--- config.mk ---
export PLATFORM = sky130hd
export DESIGN_NAME = reg_file_psr
export DESIGN_NICKNAME = d
export VERILOG_FILES = /design/src/rtl/reg_file_psr_pkg.sv /design/src/rtl/reg_file_psr_psr_reg.sv /design/src/rtl/reg_file_psr.sv
export SDC_FILE = /design/constraint.sdc
export NUM_CORES = 1
export LEC_CHECK = 0
export BUFFER_PORTS_ARGS = -buffer_cell sky130_fd_sc_hd__buf_4
export CAP_MARGIN = 20
export CORE_ASPECT_RATIO = 1.75
export CORE_UTILIZATION = 44
export DETAILED_ROUTE_END_ITERATION = 10
export REMOVE_ABC_BUFFERS = 1
export SYNTH_ARGS = -nofsm -noshare
export SYNTH_HDL_FRONTEND = slang
export SYNTH_SLANG_ARGS = --single-unit
--- constraint.sdc ---
create_clock -name clk_i -period 1.7 [get_ports clk_i]
set_input_delay 0.085 -clock clk_i [delete_from_list [all_inputs] [get_ports clk_i]]
set_output_delay 0.085 -clock clk_i [all_outputs]
set_load 0.1 [all_outputs]
--- src/rtl/reg_file_psr_pkg.sv ---
// Shared constants for the register file / PSR slice: default widths,
// PSR bit positions and the common flag write masks used by the decoder.
package reg_file_psr_pkg;

    localparam int unsigned WIDTH_DATA_DEFAULT = 16;
    localparam int unsigned WIDTH_ADDR_DEFAULT = 4;

    localparam int unsigned NUM_FLAGS = 5;

    // PSR bit positions, {C,L,F,N,Z} = [4:0]
    localparam int unsigned PSR_C = 4;
    localparam int unsigned PSR_L = 3;
    localparam int unsigned PSR_F = 2;
    localparam int unsigned PSR_N = 1;
    localparam int unsigned PSR_Z = 0;

    // Flag write masks per instruction class
    localparam logic [NUM_FLAGS-1:0] FLAGS_NONE  = 5'b00000;
    localparam logic [NUM_FLAGS-1:0] FLAGS_ARITH = 5'b11111;
    localparam logic [NUM_FLAGS-1:0] FLAGS_CMP   = 5'b01011;
    localparam logic [NUM_FLAGS-1:0] FLAGS_LOGIC = 5'b00011;

endpackage

--- src/rtl/reg_file_psr_psr_reg.sv ---
// Processor status register: 5 flags, each updated only when its mask bit
// is set, cleared asynchronously by reset.
module reg_file_psr_psr_reg
    import reg_file_psr_pkg::*;
(
    input  logic                 clk_i,
    input  logic                 reset_n_i,
    input  logic [NUM_FLAGS-1:0] flag_we_i,
    input  logic [NUM_FLAGS-1:0] flags_i,
    output logic [NUM_FLAGS-1:0] psr_o
);

    logic [NUM_FLAGS-1:0] psr_d;
    logic [NUM_FLAGS-1:0] psr_q;

    // Per-bit merge of new flags under the write mask
    always_comb begin
        psr_d = psr_q;
        for (int i = 0; i < int'(NUM_FLAGS); i++) begin
            if (flag_we_i[i]) begin
                psr_d[i] = flags_i[i];
            end
        end
    end

    // Flag storage with asynchronous clear
    always_ff @(posedge clk_i or negedge reset_n_i) begin
        if (!reset_n_i) begin
            psr_q <= '0;
        end else begin
            psr_q <= psr_d;
        end
    end

    assign psr_o = psr_q;

endmodule

--- src/rtl/reg_file_psr.sv ---
// General register file with two combinational read ports, one write port,
// optional write-to-read bypass, and the ALU status register.
module reg_file_psr
    import reg_file_psr_pkg::*;
#(
    parameter int unsigned WIDTH_DATA = WIDTH_DATA_DEFAULT,
    parameter int unsigned NUM_REGS   = 16,
    parameter int unsigned WIDTH_ADDR = $clog2(NUM_REGS),
    parameter bit          BYPASS_EN  = 1'b1
) (
    input  logic                  clk_i,
    input  logic                  reset_n_i,
    input  logic                  wr_en_i,
    input  logic [WIDTH_ADDR-1:0] wr_addr_i,
    input  logic [WIDTH_DATA-1:0] wr_data_i,
    input  logic [WIDTH_ADDR-1:0] rd_addr_a_i,
    input  logic [WIDTH_ADDR-1:0] rd_addr_b_i,
    output logic [WIDTH_DATA-1:0] rd_data_a_o,
    output logic [WIDTH_DATA-1:0] rd_data_b_o,
    input  logic [NUM_FLAGS-1:0]  flag_we_i,
    input  logic                  carry_i,
    input  logic                  low_i,
    input  logic                  over_i,
    input  logic                  neg_i,
    input  logic                  zero_i,
    output logic [NUM_FLAGS-1:0]  psr_o,
    output logic                  psr_carry_o
);

    logic [WIDTH_DATA-1:0] regs_q [NUM_REGS];
    logic [WIDTH_DATA-1:0] regs_d [NUM_REGS];
    logic [NUM_FLAGS-1:0]  flags;

    // Next-state of the array: only the addressed register changes
    always_comb begin
        regs_d = regs_q;
        if (wr_en_i) begin
            regs_d[wr_addr_i] = wr_data_i;
        end
    end

    // Register array, asynchronously cleared; r0 is an ordinary register
    always_ff @(posedge clk_i or negedge reset_n_i) begin
        if (!reset_n_i) begin
            for (int i = 0; i < int'(NUM_REGS); i++) begin
                regs_q[i] <= '0;
            end
        end else begin
            regs_q <= regs_d;
        end
    end

    // Read muxes; bypass relies on wr_data_i being registered upstream so no loop forms
    always_comb begin
        rd_data_a_o = regs_q[rd_addr_a_i];
        rd_data_b_o = regs_q[rd_addr_b_i];
        if (BYPASS_EN && wr_en_i) begin
            if (rd_addr_a_i == wr_addr_i) begin
                rd_data_a_o = wr_data_i;
            end
            if (rd_addr_b_i == wr_addr_i) begin
                rd_data_b_o = wr_data_i;
            end
        end
    end

    assign flags = {carry_i, low_i, over_i, neg_i, zero_i};

    reg_file_psr_psr_reg u_psr_reg (
        .clk_i     (clk_i),
        .reset_n_i (reset_n_i),
        .flag_we_i (flag_we_i),
        .flags_i   (flags),
        .psr_o     (psr_o)
    );

    assign psr_carry_o = psr_o[PSR_C];

endmodule

[Word level (Yosys, flattened, before mapping)]
Index checks and enable logic that the tools add are counted.
Word-level totals
  register bits: 261
  input bits: 41
  output and inout bits: 38
Cells by class
  $lt $le $gt $ge: 4
  equality and inequality tests: 2
  mux-type cells: 13
  bitwise gates (word level): 3
  reduce and logical (&&, ||, !) cells: 1
Operators by type and width (count)
  $bwmux 256: 1
  $mux 16: 9
  $bmux 16 s4: 2
  $demux 16 s4: 1
  $ge 5x5->1 const B: 3
  $not 4->5: 3
  $eq 4x4->1: 2
  $lt 5x1->1 const B: 1
  $logic_and 1x1->1: 1

[Logic depth before layout (Yosys ltp)]
  word-level depth: 6
  depth in mapped cells: 6
  gate-level depth less buffers: 4

[By module]
Synthesis repeated with hierarchy kept, for this count alone.
Second synthesis, totals
  cell total of the unflattened synthesis: 896
  area total of the unflattened synthesis: 14390.1 sq um
Modules (own cells, without submodules)
  reg_file_psr: instances 1, cells an instance 886, area an instance 14189.9 sq um
  reg_file_psr_psr_reg: instances 1, cells an instance 10, area an instance 200.2 sq um

[Least setup slack after synthesis]
No wires, ideal clock.
  kind: input to output
  from: input port rd_addr_a_i[2]
  to: output port rd_data_a_o[10]
  data arrival time: 1.679 ns
  data required time: 1.615 ns
  setup slack: -0.064 ns
  stages on the path: 5
  path through: clkbuf_1 > xor2_1 > nor4_4 > buf_4 > mux2_2
Between the ends
  cells in the longest elaborated chain, start to end: 6
RTL lines
  start, declared: line reg_file_psr.sv:16  | input logic [WIDTH_ADDR-1:0] rd_addr_a_i,
  $not 4->5 (not written as such): line reg_file_psr.sv:55  | rd_data_a_o = regs_q[rd_addr_a_i];
  $bmux 16 s4: line reg_file_psr.sv:55
  $mux 16 (not written as such) (2 in a row): line reg_file_psr.sv:55
  $mux 16: line reg_file_psr.sv:58  | if (rd_addr_a_i == wr_addr_i) begin
  $mux 16 (*): line reg_file_psr.sv:57  | if (BYPASS_EN && wr_en_i) begin
  end, declared: line reg_file_psr.sv:18  | output logic [WIDTH_DATA-1:0] rd_data_a_o,
Every way passes the cells marked *; elsewhere a longest branch is shown, timed or not. The select of a mux whose other input is x is not followed.

[Worst setup path in the final report]
  from: register regs_q[103] in the netlist's numbering
  to: output port rd_data_b_o[7]
Between the ends
  cells in the longest elaborated chain, start to end: 5
RTL lines
  start, declared: line reg_file_psr.sv:30  | logic [WIDTH_DATA-1:0] regs_q [NUM_REGS];
  start signal, assigned: line reg_file_psr.sv:49  | regs_q <= regs_d;
  $bmux 16 s4 (*): line reg_file_psr.sv:56  | rd_data_b_o = regs_q[rd_addr_b_i];
  $mux 16 (not written as such) (*) (2 in a row): line reg_file_psr.sv:56
  $mux 16: line reg_file_psr.sv:61  | if (rd_addr_b_i == wr_addr_i) begin
  $mux 16 (*): line reg_file_psr.sv:57
  end, declared: line reg_file_psr.sv:19  | output logic [WIDTH_DATA-1:0] rd_data_b_o,
Marks and branches as above.

==> Flow_metrics.wiki <==
{| class="wikitable"
! Metric !! Value
|-
| Drt first-iter violations || 456
|-
| Vias in the first global route || 9882
|-
| Xor and xnor area share after synthesis || 0.004835
|-
| Portion of netlist area occupied by mux cells || 0.4981
|-
| Seq/Total Area, Yosys || 0.4507
|-
| Count of synthesis-stage warnings from yosys || 0
|-
| Register clock-pin slew on the reported worst setup and hold paths || 0.06 ns
|-
| Ports placed on the boundary || 79
|-
| Cell Area, Synth || 14490 um^2
|-
| Pin count of the biggest net entering global routing || 59
|-
| Global-route wire length before repair || 61540 um
|-
| CP Max Fanout || 3
|-
| Mean area per synthesized cell || 16.19 um^2
|-
| Number of port buffers || 78
|-
| Core Rows || 87
|-
| Cts bufs inserted || 27
|-
| Post-synthesis share of cell area spent on full adders, half adders and majority gates || 0
|-
| Iteration count of the initial detailed-routing pass || 9
|-
| Share of cells above drive strength 1 || 0.6216
|-
| Antenna violations before repair || 0
|-
| Final Instance Count excl. Fillers || 1481
|-
| Worst Path Arrival || 2.24 ns
|-
| Result of the run || complete, but fails checks
|-
| Clk Tree Root Cell || sky130_fd_sc_hd__clkbuf_16
|-
| Number of instances in the placed design || 1400
|-
| Final worst-path cycle share || 1.370
|-
| Core region area || 32330 um^2
|-
| Via density per instance || 5.951
|-
| CP endpoint kind || primary output
|-
| Cell count after synthesis || 895
|-
| Largest cells by area after synthesis || sky130_fd_sc_hd__dfrtp_1, sky130_fd_sc_hd__mux2_2, sky130_fd_sc_hd__mux4_2
|-
| Most common library cell in the layout ignoring fill and taps || sky130_fd_sc_hd__dfrtp_1
|-
| Hold/Removal Path Class || in -> async
|-
| Horizontal die dimension || 139.2 um
|-
| Starting density of the core || 0.4482
|-
| Number of vias after detailed routing || 8814
|-
| Failing checks || design-rule violations, negative setup slack
|-
| Area of placed instances || 16300 um^2
|-
| Total Routed Length || 39620 um
|-
| Final worst-path setup slack || -0.6298 ns
|-
| Pwr per Cell Area || 1277 nW/um^2
|-
| Commonest non-fill, non-tap cells in the layout || sky130_fd_sc_hd__dfrtp_1, sky130_fd_sc_hd__mux2_2, sky130_fd_sc_hd__mux4_2, sky130_fd_sc_hd__buf_4, sky130_fd_sc_hd__mux2i_1
|-
| Leak Pwr || 0.007827 uW
|-
| Yosys top cell by area || sky130_fd_sc_hd__dfrtp_1
|-
| Maxcap violations || 0
|-
| Fin util || 0.5573
|-
| Synthesized-area fraction occupied by ao, oa, aoi and oai cells || 0
|-
| Fin. max-slew vios || 0
|-
| Sum of net half-perimeters after detailed placement || 26640 um
|-
| Average routed wire per standard cell || 26.75 um
|-
| Relative slew margins || 0.6345
|-
| Number of distinct library cells after synthesis || 23
|-
| Fmax achieved || 429.2 MHz
|-
| Clock Tree Buf Depth || 3
|-
| DRC viols || 2
|-
| Nature of the critical path startpoint || flip-flop
|-
| Req. time, crit path || 1.62 ns
|-
| Crit path time final || 2.330 ns
|-
| Actual slew at the worst max-slew pin || 0.5482 ns
|-
| Area enclosed by the die boundary || 33690 um^2
|-
| All-Layer GR Usage || 0.2471
|-
| N_diodes || 0
|-
| Final hold vios || 0
|-
| Setup repair after global routing missed its margin || yes
|-
| CP Class || reg -> out
|-
| Final standard cell area without fillers || 18020 um^2
|-
| Vertical die dimension || 242.1 um
|-
| Net count, final || 1102
|-
| Max VDD drop || 0.9718 mV
|-
| Dominant combinational cell family by area after synthesis || multiplexers
|-
| Clock Latency Late Sink || 0.55 ns
|-
| Final worst clock skew || 0 ns
|-
| Seq cells post-synth || 261
|-
| Synthesis-to-finish area growth || 24.34%
|-
| Level count of the clock H-tree || 1
|-
| RePlAce Congestion || 0.7781
|-
| CTS sink cnt || 261
|-
| CTS tree || built
|-
| Endpoints failing setup || 32
|-
| Yosys top cell area share || 0.4507
|-
| Overflow left after global routing || 0
|-
| Number of nets with antenna violations after routing || 0
|-
| Simple logic cell fraction of the synthesized area || 0.01347
|}
-- path summary, 6_finish.rpt --
path | startpoint | end | slack (ns) | cells after the start
worst max-delay path | regs_q[103]$_DFFE_PN0P_ | rd_data_b_o[7] | -0.63 | 5
worst min-delay path | reset_n_i | regs_q[168]$_DFFE_PN0P_ | 0.08 | 2
worst max register to register | u_psr_reg.psr_o[4]$_DFFE_PN0P_ | u_psr_reg.psr_o[4]$_DFFE_PN0P_ | 0.38 | 2
worst min register to register | regs_q[29]$_DFFE_PN0P_ | regs_q[29]$_DFFE_PN0P_ | 0.52 | 1
max in group asynchronous | reset_n_i | regs_q[118]$_DFFE_PN0P_ | 0.92 | 3
min in group clk_i | wr_addr_i[0] | regs_q[238]$_DFFE_PN0P_ | 0.30 | 5
-- area by class of cell --
type	count	area (um^2)
multi-input cells	553	7619
clock inverters	9	102.6
well taps	400	500.5
clock buffers	40	804.5
flip-flops and latches	261	6531
fillers	2579	14310
repair buffers	218	2461
-- critical path: stages (launching register included) --
cell and delay, ns:
sky130_fd_sc_hd__dfrtp_1 0.40, sky130_fd_sc_hd__mux4_2 0.49, sky130_fd_sc_hd__mux2i_2 0.22, sky130_fd_sc_hd__mux2i_1 0.11
sky130_fd_sc_hd__mux2_4 0.31, sky130_fd_sc_hd__buf_12 0.17
-- flip-flops by register name, indices dropped and copies added (netlist names) --
signal / cells
u_psr_reg.psr_o: 5
regs_q: 256
-- per-stage QoR --
stage	worst slack (ns)	TNS [ns]	hold slack [ns]	power, uW
6_report	-0.6298	-18.04	0.08147	23010
5_1_grt	-0.6977	-20.18	0.1142	24010
4_1_cts	-0.6475	-18.72	0.08619	23030
3_5_place_dp	-0.3394	-8.149	0.08600	16020
3_3_place_gp	-0.3432	-8.206	0.07922	15860
2_1_floorplan	-0.2034	-0.2034	-0.2106	13880
-- cells by family after synthesis --
logic type	count (synthesis)
xor gates and xnor gates	8
DFF	261
and+or+nand+nor	28
muxes	517
buffers and inverters	81
-- report_power, final --
group          switching (uW)  leakage [uW]  internal [uW]  total [uW]
clock network            2550      0.000453           3570        6120
logic                    3900       0.00418           4310        8210
registers                1030       0.00320           7660        8680
total                    7470       0.00783          15500       23000
-- metal layers --
layer,track usage,up-vias,part of all wire
met5,0,-,0
li1,-,3783,-
met1,0.3059,4786,0.40
met2,0.4479,187,0.54
met3,0.02649,58,0.035
met4,0.08203,0,0.027
-- cells in the mapped netlist --
master                       n
sky130_fd_sc_hd__mux4_2    128
sky130_fd_sc_hd__nand3b_1    4
sky130_fd_sc_hd__nor4_4      2
sky130_fd_sc_hd__buf_2      33
sky130_fd_sc_hd__nor2_2      6
sky130_fd_sc_hd__xnor2_1     2
sky130_fd_sc_hd__and3_1      1
sky130_fd_sc_hd__nor2_1      4
sky130_fd_sc_hd__buf_4       7
sky130_fd_sc_hd__mux2_1      1
sky130_fd_sc_hd__mux2i_1    96
sky130_fd_sc_hd__mux2_2    272
sky130_fd_sc_hd__nor3b_2     1
sky130_fd_sc_hd__buf_6      14
sky130_fd_sc_hd__clkbuf_1   24
sky130_fd_sc_hd__nand2_1     4
sky130_fd_sc_hd__nand3_1     1
sky130_fd_sc_hd__xor2_1      6
sky130_fd_sc_hd__mux2_4     20
sky130_fd_sc_hd__or3_1       3
sky130_fd_sc_hd__buf_1       3
sky130_fd_sc_hd__nand2b_1    2
sky130_fd_sc_hd__dfrtp_1   261
-- what timing repair did --
item / 4_1_cts / 5_1_grt
setup buffers: 2 / 3
pin swaps: 0 / 0
cloned: 0 / 0
hold buffers: 27 / 0
endpoints found under the hold margin: 522 / 0
gates resized for setup: 107 / 17
setup endpoints to repair: 32 / 32
Power figures use the tool's default switching activity.
